<file path="config.mk">
export PLATFORM = sky130hd
export DESIGN_NAME = lfsr_rand_bank_flat
export DESIGN_NICKNAME = d
export VERILOG_FILES = /design/src/rtl/rng_pkg.sv /design/src/rtl/lfsr_rand_bank_if.sv /design/src/rtl/lfsr_rand_chan.sv /design/src/rtl/lfsr_rand_bank.sv /design/src/flat_wrapper.sv
export SDC_FILE = /design/constraint.sdc
export NUM_CORES = 1
export LEC_CHECK = 0
export ABC_AREA = 1
export CAP_MARGIN = 5
export CORE_UTILIZATION = 49
export DETAILED_ROUTE_END_ITERATION = 10
export PLACE_DENSITY = 0.86
export SETUP_SLACK_MARGIN = 0.5
export SLEW_MARGIN = 30
export SYNTH_ARGS = -nofsm -noshare
export SYNTH_HDL_FRONTEND = slang
export SYNTH_SLANG_ARGS = --single-unit
</file>
<file path="constraint.sdc">
create_clock -name clk -period 1.8 [get_ports clk]
set_input_delay 0.27 -clock clk [delete_from_list [all_inputs] [get_ports clk]]
set_output_delay 0.27 -clock clk [all_outputs]
set_load 0.01 [all_outputs]
</file>
<file path="src/rtl/rng_pkg.sv">
// Shared definitions for the old-film random bank: channel FSM encoding, default
// feedback mask and the Fibonacci LFSR step used by every channel.
package rng_pkg;

    localparam int MAX_W = 32;
    localparam int DEF_WIDTH = 10;
    localparam logic [DEF_WIDTH-1:0] DEF_TAPS = 10'b1100100001;

    typedef enum logic [1:0] {
        ST_IDLE = 2'd0,
        ST_GEN  = 2'd1,
        ST_DONE = 2'd2
    } state_t;

    // Feedback is the parity of the tapped bits, shifted in at the MSB.
    function automatic logic [MAX_W-1:0] lfsr_step(input logic [MAX_W-1:0] state,
                                                   input logic [MAX_W-1:0] taps,
                                                   input int unsigned width);
        logic [MAX_W-1:0] fbv;
        fbv = MAX_W'(^(state & taps)) << (width - 1);
        return (state >> 1) | fbv;
    endfunction

endpackage

</file>
<file path="src/rtl/lfsr_rand_bank_if.sv">
// Frame-timing / effect-datapath side of the random bank: seeds and draw requests in,
// per-channel accepted values and status out.
interface lfsr_rand_bank_if #(
    parameter int WIDTH  = 10,
    parameter int NUM_CH = 4
);
    logic [NUM_CH*WIDTH-1:0] seed_i;
    logic                    frame_i;
    logic                    mode_i;
    logic [NUM_CH-1:0]       step_i;
    logic [NUM_CH*WIDTH-1:0] rand_o;
    logic [NUM_CH-1:0]       valid_o;
    logic                    busy_o;

    modport master (
        output seed_i, frame_i, mode_i, step_i,
        input  rand_o, valid_o, busy_o
    );

    modport slave (
        input  seed_i, frame_i, mode_i, step_i,
        output rand_o, valid_o, busy_o
    );
endinterface

</file>
<file path="src/rtl/lfsr_rand_chan.sv">
// One random channel: LFSR plus rejection sampler below LIMIT, forced accept after MAX_TRIES.
// Latency 1..MAX_TRIES cycles from the request edge; no backpressure, values simply hold.
module lfsr_rand_chan
    import rng_pkg::*;
#(
    parameter int                WIDTH     = DEF_WIDTH,
    parameter logic [WIDTH-1:0]  TAPS      = WIDTH'(DEF_TAPS),
    parameter int                LIMIT     = 900,
    parameter int                MAX_TRIES = 16
) (
    input  logic             clk,
    input  logic             rst,
    input  logic [WIDTH-1:0] seed_i,
    input  logic             frame_i,
    input  logic             mode_i,
    input  logic             step_i,
    output logic [WIDTH-1:0] rand_o,
    output logic             valid_o,
    output logic             busy_o
);

    localparam int TW = $clog2(MAX_TRIES + 1);
    localparam logic [WIDTH:0]   LIMIT_W  = (WIDTH+1)'(LIMIT);
    localparam logic [WIDTH-1:0] LIMIT_LO = WIDTH'(LIMIT);
    localparam logic [TW-1:0]    TRIES_MX = TW'(MAX_TRIES);

    state_t           state_q, state_d;
    logic [WIDTH-1:0] lfsr_q, lfsr_d;
    logic [WIDTH-1:0] rand_q, rand_d;
    logic             valid_q, valid_d;
    logic [TW-1:0]    tries_q, tries_d;

    logic [WIDTH-1:0] nxt;
    logic [TW-1:0]    tries_nxt;
    logic             do_step;
    logic             accept;
    logic             forced;

    assign nxt = WIDTH'(lfsr_step(MAX_W'(lfsr_q), MAX_W'(TAPS), WIDTH));

    // A new frame restarts the try budget so a long rejection run cannot leak across frames.
    assign tries_nxt = (frame_i ? '0 : tries_q) + 1'b1;
    assign do_step   = frame_i || (state_q == ST_GEN) ||
                       (mode_i && step_i && (state_q == ST_DONE));
    assign accept    = ({1'b0, nxt} < LIMIT_W);
    assign forced    = !accept && (tries_nxt == TRIES_MX);

    always_ff @(posedge clk) begin
        if (rst) begin
            state_q <= ST_IDLE;
            lfsr_q  <= (seed_i == '0) ? WIDTH'(1) : seed_i;
            rand_q  <= '0;
            valid_q <= 1'b0;
            tries_q <= '0;
        end else begin
            state_q <= state_d;
            lfsr_q  <= lfsr_d;
            rand_q  <= rand_d;
            valid_q <= valid_d;
            tries_q <= tries_d;
        end
    end

    always_comb begin
        state_d = state_q;
        if (do_step) begin
            state_d = (accept || forced) ? ST_DONE : ST_GEN;
        end
    end

    always_comb begin
        lfsr_d  = lfsr_q;
        rand_d  = rand_q;
        valid_d = valid_q;
        tries_d = tries_q;
        if (do_step) begin
            lfsr_d = nxt;
            if (accept) begin
                rand_d  = nxt;
                valid_d = 1'b1;
                tries_d = '0;
            end else if (forced) begin
                // nxt >= LIMIT here, so the modular subtraction is exact.
                rand_d  = nxt - LIMIT_LO;
                valid_d = 1'b1;
                tries_d = '0;
            end else begin
                valid_d = 1'b0;
                tries_d = tries_nxt;
            end
        end
    end

    assign rand_o  = rand_q;
    assign valid_o = valid_q;
    assign busy_o  = (state_q == ST_GEN);

endmodule

</file>
<file path="src/rtl/lfsr_rand_bank.sv">
// Bank of NUM_CH independent range-limited LFSR channels for the old-film effect.
// Latency 1..MAX_TRIES cycles per draw; no backpressure, consumers sample while valid_o.
module lfsr_rand_bank
    import rng_pkg::*;
#(
    parameter int                WIDTH     = DEF_WIDTH,
    parameter int                NUM_CH    = 4,
    parameter logic [WIDTH-1:0]  TAPS      = WIDTH'(DEF_TAPS),
    parameter int                LIMIT     = 900,
    parameter int                MAX_TRIES = 16
) (
    input  logic              clk,
    input  logic              rst,
    lfsr_rand_bank_if.slave   bus
);

    if ((2 * LIMIT < 2 ** WIDTH) || (LIMIT > 2 ** WIDTH) || (MAX_TRIES < 1)) begin : g_param_err
        $error("lfsr_rand_bank: LIMIT must lie in [2**WIDTH/2, 2**WIDTH] and MAX_TRIES >= 1");
    end

    logic [NUM_CH*WIDTH-1:0] rand_w;
    logic [NUM_CH-1:0]       valid_w;
    logic [NUM_CH-1:0]       gen_w;

    for (genvar k = 0; k < NUM_CH; k++) begin : g_ch
        lfsr_rand_chan #(
            .WIDTH     (WIDTH),
            .TAPS      (TAPS),
            .LIMIT     (LIMIT),
            .MAX_TRIES (MAX_TRIES)
        ) u_chan (
            .clk     (clk),
            .rst     (rst),
            .seed_i  (bus.seed_i[k*WIDTH +: WIDTH]),
            .frame_i (bus.frame_i),
            .mode_i  (bus.mode_i),
            .step_i  (bus.step_i[k]),
            .rand_o  (rand_w[k*WIDTH +: WIDTH]),
            .valid_o (valid_w[k]),
            .busy_o  (gen_w[k])
        );
    end

    assign bus.rand_o  = rand_w;
    assign bus.valid_o = valid_w;
    assign bus.busy_o  = |gen_w;

endmodule

</file>
<file path="src/flat_wrapper.sv">
// flat-port wrapper written by rule: the top's interface ports become plain ports
module lfsr_rand_bank_flat import rng_pkg::*;
#(
    parameter int                WIDTH     = DEF_WIDTH,
    parameter int                NUM_CH    = 4,
    parameter logic [WIDTH-1:0]  TAPS      = WIDTH'(DEF_TAPS),
    parameter int                LIMIT     = 900,
    parameter int                MAX_TRIES = 16
)
  (clk, rst, bus_seed_i, bus_frame_i, bus_mode_i, bus_step_i, bus_rand_o, bus_valid_o, bus_busy_o);
  lfsr_rand_bank_if #(.WIDTH(WIDTH), .NUM_CH(NUM_CH)) bus_i ();
  input  logic clk;
  input  logic rst;
  input wire logic [$bits(bus_i.seed_i)-1:0] bus_seed_i;
  input wire logic [$bits(bus_i.frame_i)-1:0] bus_frame_i;
  input wire logic [$bits(bus_i.mode_i)-1:0] bus_mode_i;
  input wire logic [$bits(bus_i.step_i)-1:0] bus_step_i;
  output wire logic [$bits(bus_i.rand_o)-1:0] bus_rand_o;
  output wire logic [$bits(bus_i.valid_o)-1:0] bus_valid_o;
  output wire logic [$bits(bus_i.busy_o)-1:0] bus_busy_o;
  assign bus_i.seed_i = bus_seed_i;
  assign bus_i.frame_i = bus_frame_i;
  assign bus_i.mode_i = bus_mode_i;
  assign bus_i.step_i = bus_step_i;
  assign bus_rand_o = bus_i.rand_o;
  assign bus_valid_o = bus_i.valid_o;
  assign bus_busy_o = bus_i.busy_o;
  lfsr_rand_bank #(.WIDTH(WIDTH), .NUM_CH(NUM_CH), .TAPS(TAPS), .LIMIT(LIMIT), .MAX_TRIES(MAX_TRIES)) u_core (.clk(clk), .rst(rst), .bus(bus_i));
endmodule
</file>
* Word level (Yosys, flattened, before mapping) *
Cells that the tools add are included.
W data, S select, Z words.

word-level totals
  register bits = 112
  input bits = 48
  word-level logic and storage cells = 141

operators by class
  add/sub/neg operators = 8
  magnitude comparators = 4
  equality and inequality tests = 12
  mux-type cells = 44
  bitwise operators = 4
  reductions and logical operators = 49

operators by type and width
  kind                      number
  $mux W10                  20
  $reduce_xor A32 Y1        4
  $mux W5                   12
  $logic_not A10 Y1         4
  $lt A10 B10 Y1 const B    4
  $or A9 B10 Y10            4
  $sub A10 B10 Y10 const B  4
  $add A5 B1 Y5 const B     4
  $eq A5 B5 Y1 const B      4
  $reduce_bool A2 Y1        8
  $logic_and A1 B1 Y1       12
  $logic_or A1 B1 Y1        12
  $eq A2 B1 Y1 const B      4
  $eq A2 B2 Y1 const B      4
  $mux W1                   8
  $mux W2                   4
  $reduce_and A2 Y1         4
  $logic_not A1 Y1          4
  $reduce_or A4 Y1          1

* Logic depth before layout (Yosys ltp) *
Gate-level depths: netlist of run 1.

  word-level depth = 7
  mapped depth = 16
  gate-level depth less buffers = 14

* Modules after synthesis *
From an unflattened synthesis of run 1, not the netlist that was laid out.

second synthesis, totals
  cells, all modules = 797
  area, all modules = 6,058.3 um^2

modules (own cells, without submodules)
  module                                      times used  cells each  area each (um^2)
  lfsr_rand_chan (u_core.g_ch[1].u_chan ...)  3           197         1,522.7
  lfsr_rand_chan (u_core.g_ch[0].u_chan)      1           203         1,478.9
  lfsr_rand_bank                              1           3           11.3

* Worst setup path after synthesis of run 1 *
Ideal clock, no wire load.

  path kind = input -> register
  start = input port bus_frame_i
  end = register u_core.g_ch[3].u_chan.rand_q[2]
  setup time = 113 ps
  arrival = 1,750 ps
  setup slack = -63 ps
  stages on the path = 15
  buffers on the path = 3
  path through = buf_6 clkbuf_1 nor2_1 ha_1 nand2_1 inv_1 nand2_1 nand2_1 nand2_1 nand3_2 nand2_4 nand2_4 buf_8 nor2_1 nor2_1

on the way
  longest elaborated chain between the ends = 6
  elaborated cells on any way between the ends = 8

ends and longest elaborated chain
  what                             line                  RTL
  start: declaration               flat_wrapper.sv:15    input wire logic [$bits(bus_i.frame_i)-1:0] bus_frame_i;
  $mux W5                          lfsr_rand_chan.sv:42  assign tries_nxt = (frame_i ? '0 : tries_q) + 1'b1;
  $add A5 B1 Y5                    lfsr_rand_chan.sv:42
  $eq A5 B5 Y1                     lfsr_rand_chan.sv:46  assign forced = !accept && (tries_nxt == TRIES_MX);
  $logic_and A1 B1 Y1              lfsr_rand_chan.sv:46
  $reduce_bool A2 Y1 (no line)     n/a
  $reduce_and A2 Y1 (no line) (*)  n/a
  end signal: assignment           lfsr_rand_chan.sv:58  rand_q <= rand_d;
  end: declaration                 lfsr_rand_chan.sv:29  logic [WIDTH-1:0] rand_q, rand_d;

Mark *: on every way between the ends. The rest lies on a longest branch, timed or not.
A chain may end at the register's enable or synchronous reset.

* Final worst setup path of run 1 *
  start = register u_core.g_ch[2].u_chan.lfsr_q[8]
  end = register u_core.g_ch[2].u_chan.rand_q[3]

on the way
  longest elaborated chain between the ends = 7
  elaborated cells on any way between the ends = 8

ends and longest elaborated chain
  what                          line                  RTL
  start: declaration            lfsr_rand_chan.sv:28  logic [WIDTH-1:0] lfsr_q, lfsr_d;
  start signal: assignment      lfsr_rand_chan.sv:51  lfsr_q <= (seed_i == '0) ? WIDTH'(1) : seed_i;
  start signal: assignment      lfsr_rand_chan.sv:57  lfsr_q <= lfsr_d;
  $reduce_xor A32 Y1            rng_pkg.sv:20         fbv = MAX_W'(^(state & taps)) << (width - 1);
  $or A9 B10 Y10 (*)            rng_pkg.sv:21         return (state >> 1) | fbv;
  $lt A10 B10 Y1 (*)            lfsr_rand_chan.sv:45  assign accept = ({1'b0, nxt} < LIMIT_W);
  $logic_not A1 Y1              lfsr_rand_chan.sv:46
  $logic_and A1 B1 Y1           lfsr_rand_chan.sv:46
  $reduce_bool A2 Y1 (no line)  n/a
  $reduce_and A2 Y1 (no line)   n/a
  end signal: assignment        lfsr_rand_chan.sv:58
  end: declaration              lfsr_rand_chan.sv:29

Marks and branches as above.

==> summary.txt, run 1 <==
Run status
  • Status: finished, violations left
  • Failing checks: negative setup slack

Die
  • Starting density of the core: 0.504
  • DIE HEIGHT: 110 µm
  • Row count: 39
  • Die W: 110 µm
  • Core Box Area: 0.0114 mm²
  • Die Area: 0.0122 mm²
  • IO Count: 93

Critical path
  • WP buf/inv: 3
  • CP Cell Sequence: ha_4 -> inv_2 -> nand2_2 -> nand2_2 -> nand2_2 -> nand2_4 -> nand2_4 -> buf_4 -> buf_6 -> nand2_1 -> o21ai_1 -> nor2_1 -> nor2_1
  • Register-to-Register Path Depth: 13
  • Crit path from: u_core.g_ch[2].u_chan.lfsr_q[8]$_DFFE_PP_
  • CP arrival: 2.14 ns
  • Top cell by count, worst path: nand2_2
  • CP Capture Type: register
  • FF-to-FF End: u_core.g_ch[2].u_chan.rand_o[3]$_SDFFE_PP0P_
  • CP Max Fanout: 5
  • Critical path type: register to register
  • Slowest cell on the critical path: edfxtp_1
  • Top delay family on crit path: simple AND/OR/NAND/NOR gates
  • CP Launch Type: register
  • WP data required: 2.03 ns
  • Reg-to-Reg Start: u_core.g_ch[2].u_chan.lfsr_q[8]$_DFFE_PP_
  • CP max stage delay: 0.45 ns
  • R2R setup slack: -0.11 ns

STA
  • RSZ-0062 raised after global routing: yes
  • Setup violators final: 15
  • Final hold vios: 0
  • Max_slew headroom: 0.560
  • Minimum clock period: 1.91 ns
  • Final slew viol count: 0
  • Fmax achieved: 524 MHz
  • Clock skew: 0.0139 ns
  • Slew @ Worst Pin: 0.658 ns
  • Final Cycle Share: 1.06
  • Slack of the critical path: -0.110 ns
  • Hold_ws: 0.441 ns

Pwr
  • Worst VDD drop: 0.000662 V
  • Sw frac: 0.347
  • PD cells: 905 mW/mm²
  • Psw: 2.90 mW
  • LEAKAGE: 4.02 nW
  • Share of power burned in registers: 0.369
  • P_int: 5.46 mW
  • Clock power share: 0.250
  • Combinational power share: 0.380

CTS
  • Clock sink count: 108
  • H-tree depth: 3
  • Number of buffers created by CTS: 9
  • CTS tree: done
  • Root buffer cell: clkbuf_16
  • Hold-fix buffers, CTS: 0
  • Clk_lat worst skew: 0.36 ns
  • Clock-pin slew on the worst setup and hold paths: 0.07 ns
  • Clock Tree Buf Depth: 2

Final layout
  • Finished Cell Area: 0.00923 mm²
  • Fillers: 650
  • Share of layout cells above drive strength 1: 0.385
  • Post-Layout Cell Count: 1,129
  • Nets: 1,041
  • N_diodes: 0
  • Synth-to-layout area growth: 60.3%

Routing
  • WL final: 20,300 µm
  • Post-DR vias/cell: 5.71
  • Detail Route Antenna Nets: 0
  • Routed length per instance: 18.0 µm
  • Iter 0 DRT Violations: 661
  • DR pass1 iterations: 6
  • DRC Markers: 0
  • Vias: 6,443

GRT
  • Initial antenna violation count: 0
  • Largest net degree at the start of global routing: 74
  • Tot GR Track Use: 0.278
  • Vias in the first global route: 5,663
  • Gr ovfl total: 0
  • First-pass GRT wire length: 25,800 µm

Synthesis
  • Post-Syn Nets: 845
  • Register area share after synthesis: 0.445
  • Syn Inst Count: 785
  • Post-Syn Area: 0.00576 mm²
  • Synth Warn #: 0
  • Post-synth cell types: 37
  • Syn avg cell area: 7.33 µm²
  • #FFs+latches synth: 108

Placed design
  • Port Buffer Count: 92
  • RD Place Congestion: 0.934
  • Hpwl dp: 10,100 µm
  • Placed Instances: 1,053
  • Placed Area: 0.00738 mm²

Run
  • Max-cap violations: 0

Worst hold path
  • Worst hold-check path type: input pin to register
  • Hold path depth: 3
  • Worst Hold Path EP: u_core.g_ch[2].u_chan.rand_o[9]$_SDFFE_PP0P_
  • HP Start: rst
-- placed cells by master, fill, tap and decap left out, types with 9 or more instances in the layout --
cell type / n
dfxtp_2: 11
nor2_1: 64
dfxtp_1: 57
nand2_2: 40
nor2_2: 12
nand2_4: 16
inv_2: 24
buf_4: 74
clkbuf_16: 11
o21ai_2: 12
dlygate4sd2_1: 35
a21oi_2: 21
nor2_4: 23
o21ai_1: 23
edfxtp_1: 40
buf_6: 33
buf_12: 9
clkdlybuf4s50_1: 44
nand3_2: 25
nand3_1: 22
inv_1: 73
nand2_1: 174
o21ai_0: 29
nand2_8: 12
-- kinds of logic after synthesis --
kind of cell,count (synthesis),synth area share
and+or+nand+nor,414,0.315
adders and majority gates,12,0.0261
buffers and inverters,134,0.100
xor gates and xnor gates,6,0.00913
DFF,108,0.445
AOI/OAI and AO/OA,111,0.105
-- layer usage --
layer	part of all wire	global-route usage
met5	0	0
met2	0.50	0.499
met4	0.049	0.107
met1	0.38	0.328
met3	0.069	0.0476
-- stage by stage --
stage | setup TNS [ns] | util | total power, mW | setup slack [ns]
global placement | -31.79 | 0.647 | 5.05 | -0.401
detailed placement | -37.71 | 0.647 | 5.09 | -0.498
floorplan | 0 | - | 4.26 | 0.111
global route | -3.03 | 0.808 | 8.70 | -0.205
finish | -0.521 | 0.808 | 8.35 | -0.110
CTS | 0 | 0.725 | 7.48 | 0.0137
-- cell type report --
class                           count  area [µm²]  share of cell area
Multi-Input combinational cell    549        3760               0.407
Sequential cell                   108        2580               0.279
Timing Repair Buffer              209        2000               0.216
Inverter                          104         415              0.0450
Clock buffer                       12         258              0.0279
Tap cell                          143         179              0.0194
Clock inverter                      4        48.8             0.00529
-- worst max path at each step --
stage,slack (ns),endpoint,depth (start not counted)
2_1_floorplan,0.11,u_core.g_ch[3].u_chan.rand_o[9]$_SDFFE_PP0P_,14
3_3_place_gp,-0.40,u_core.g_ch[0].u_chan.tries_q[1]$_SDFFE_PP0P_,11
3_5_place_dp,-0.50,u_core.g_ch[0].u_chan.tries_q[2]$_SDFFE_PP0P_,11
4_1_cts,0.01,u_core.g_ch[2].u_chan.tries_q[4]$_SDFFE_PP0P_,13
5_1_grt,-0.21,u_core.g_ch[2].u_chan.rand_o[3]$_SDFFE_PP0P_,13
6_report,-0.11,u_core.g_ch[2].u_chan.rand_o[3]$_SDFFE_PP0P_,13
-- what timing repair did --
action,in CTS,in global routing
endpoints found under the setup margin,157,121
endpoints found under the hold margin,0,0
buffers inserted,26,27
gates resized for setup,172,201
pin swaps,45,81
gates cloned,6,1
-- registers in the layout, summed over array words and instances (netlist names) --
signal and count:
u_core.g_ch.u_chan.valid_o 1, u_core.g_ch.u_chan.tries_q 20, u_core.g_ch.u_chan.state_q 7, u_core.g_ch.u_chan.rand_o 40, u_core.g_ch.u_chan.lfsr_q 40
-- synth_stat cells (all sizes together) --
cell | count | share of area
nor2b | 1 | 0.0024
nand3b | 2 | 0.0026
dfxtp | 68 | 0.24
ha | 12 | 0.026
inv | 104 | 0.068
nand4 | 8 | 0.0087
o31ai | 4 | 0.0052
nor4 | 8 | 0.0087
o32ai | 2 | 0.0030
a31oi | 5 | 0.0054
nand2 | 236 | 0.16
buf | 22 | 0.027
a21oi | 29 | 0.028
xor2 | 6 | 0.0091
nand3 | 55 | 0.051
nor2 | 100 | 0.073
o22ai | 4 | 0.0043
edfxtp | 40 | 0.21
clkbuf | 8 | 0.0052
o21ai | 66 | 0.057
o21bai | 1 | 0.0013
and3 | 3 | 0.0033
or4 | 1 | 0.0013
-- worst reg2reg max path: stages, from the launching register on --
cell      delay (ns)
edfxtp_1        0.45
ha_4            0.28
inv_2           0.05
nand2_2         0.05
nand2_2         0.09
nand2_2         0.07
nand2_4         0.08
nand2_4         0.07
buf_4           0.15
buf_6           0.11
nand2_1         0.06
o21ai_1         0.07
nor2_1          0.17
nor2_1          0.08
-- power groups by stage --
stage / combinational [mW] / clock (mW) / sequential, mW
6_report: 3.18 / 2.09 / 3.08
5_1_grt: 3.39 / 2.21 / 3.10
4_1_cts: 2.38 / 2.07 / 3.04
3_5_place_dp: 2.02 / 0 / 3.08
3_3_place_gp: 1.97 / 0 / 3.07
2_1_floorplan: 1.13 / 0 / 3.13
Note: power is estimated with default switching activity, not from simulation.
==> run 2, diff against run 1 <==
RECOVER_POWER = 50   (was unset)
==> results of run 2 <==
Final layout, timing and power as in run 1 (identical DEF).
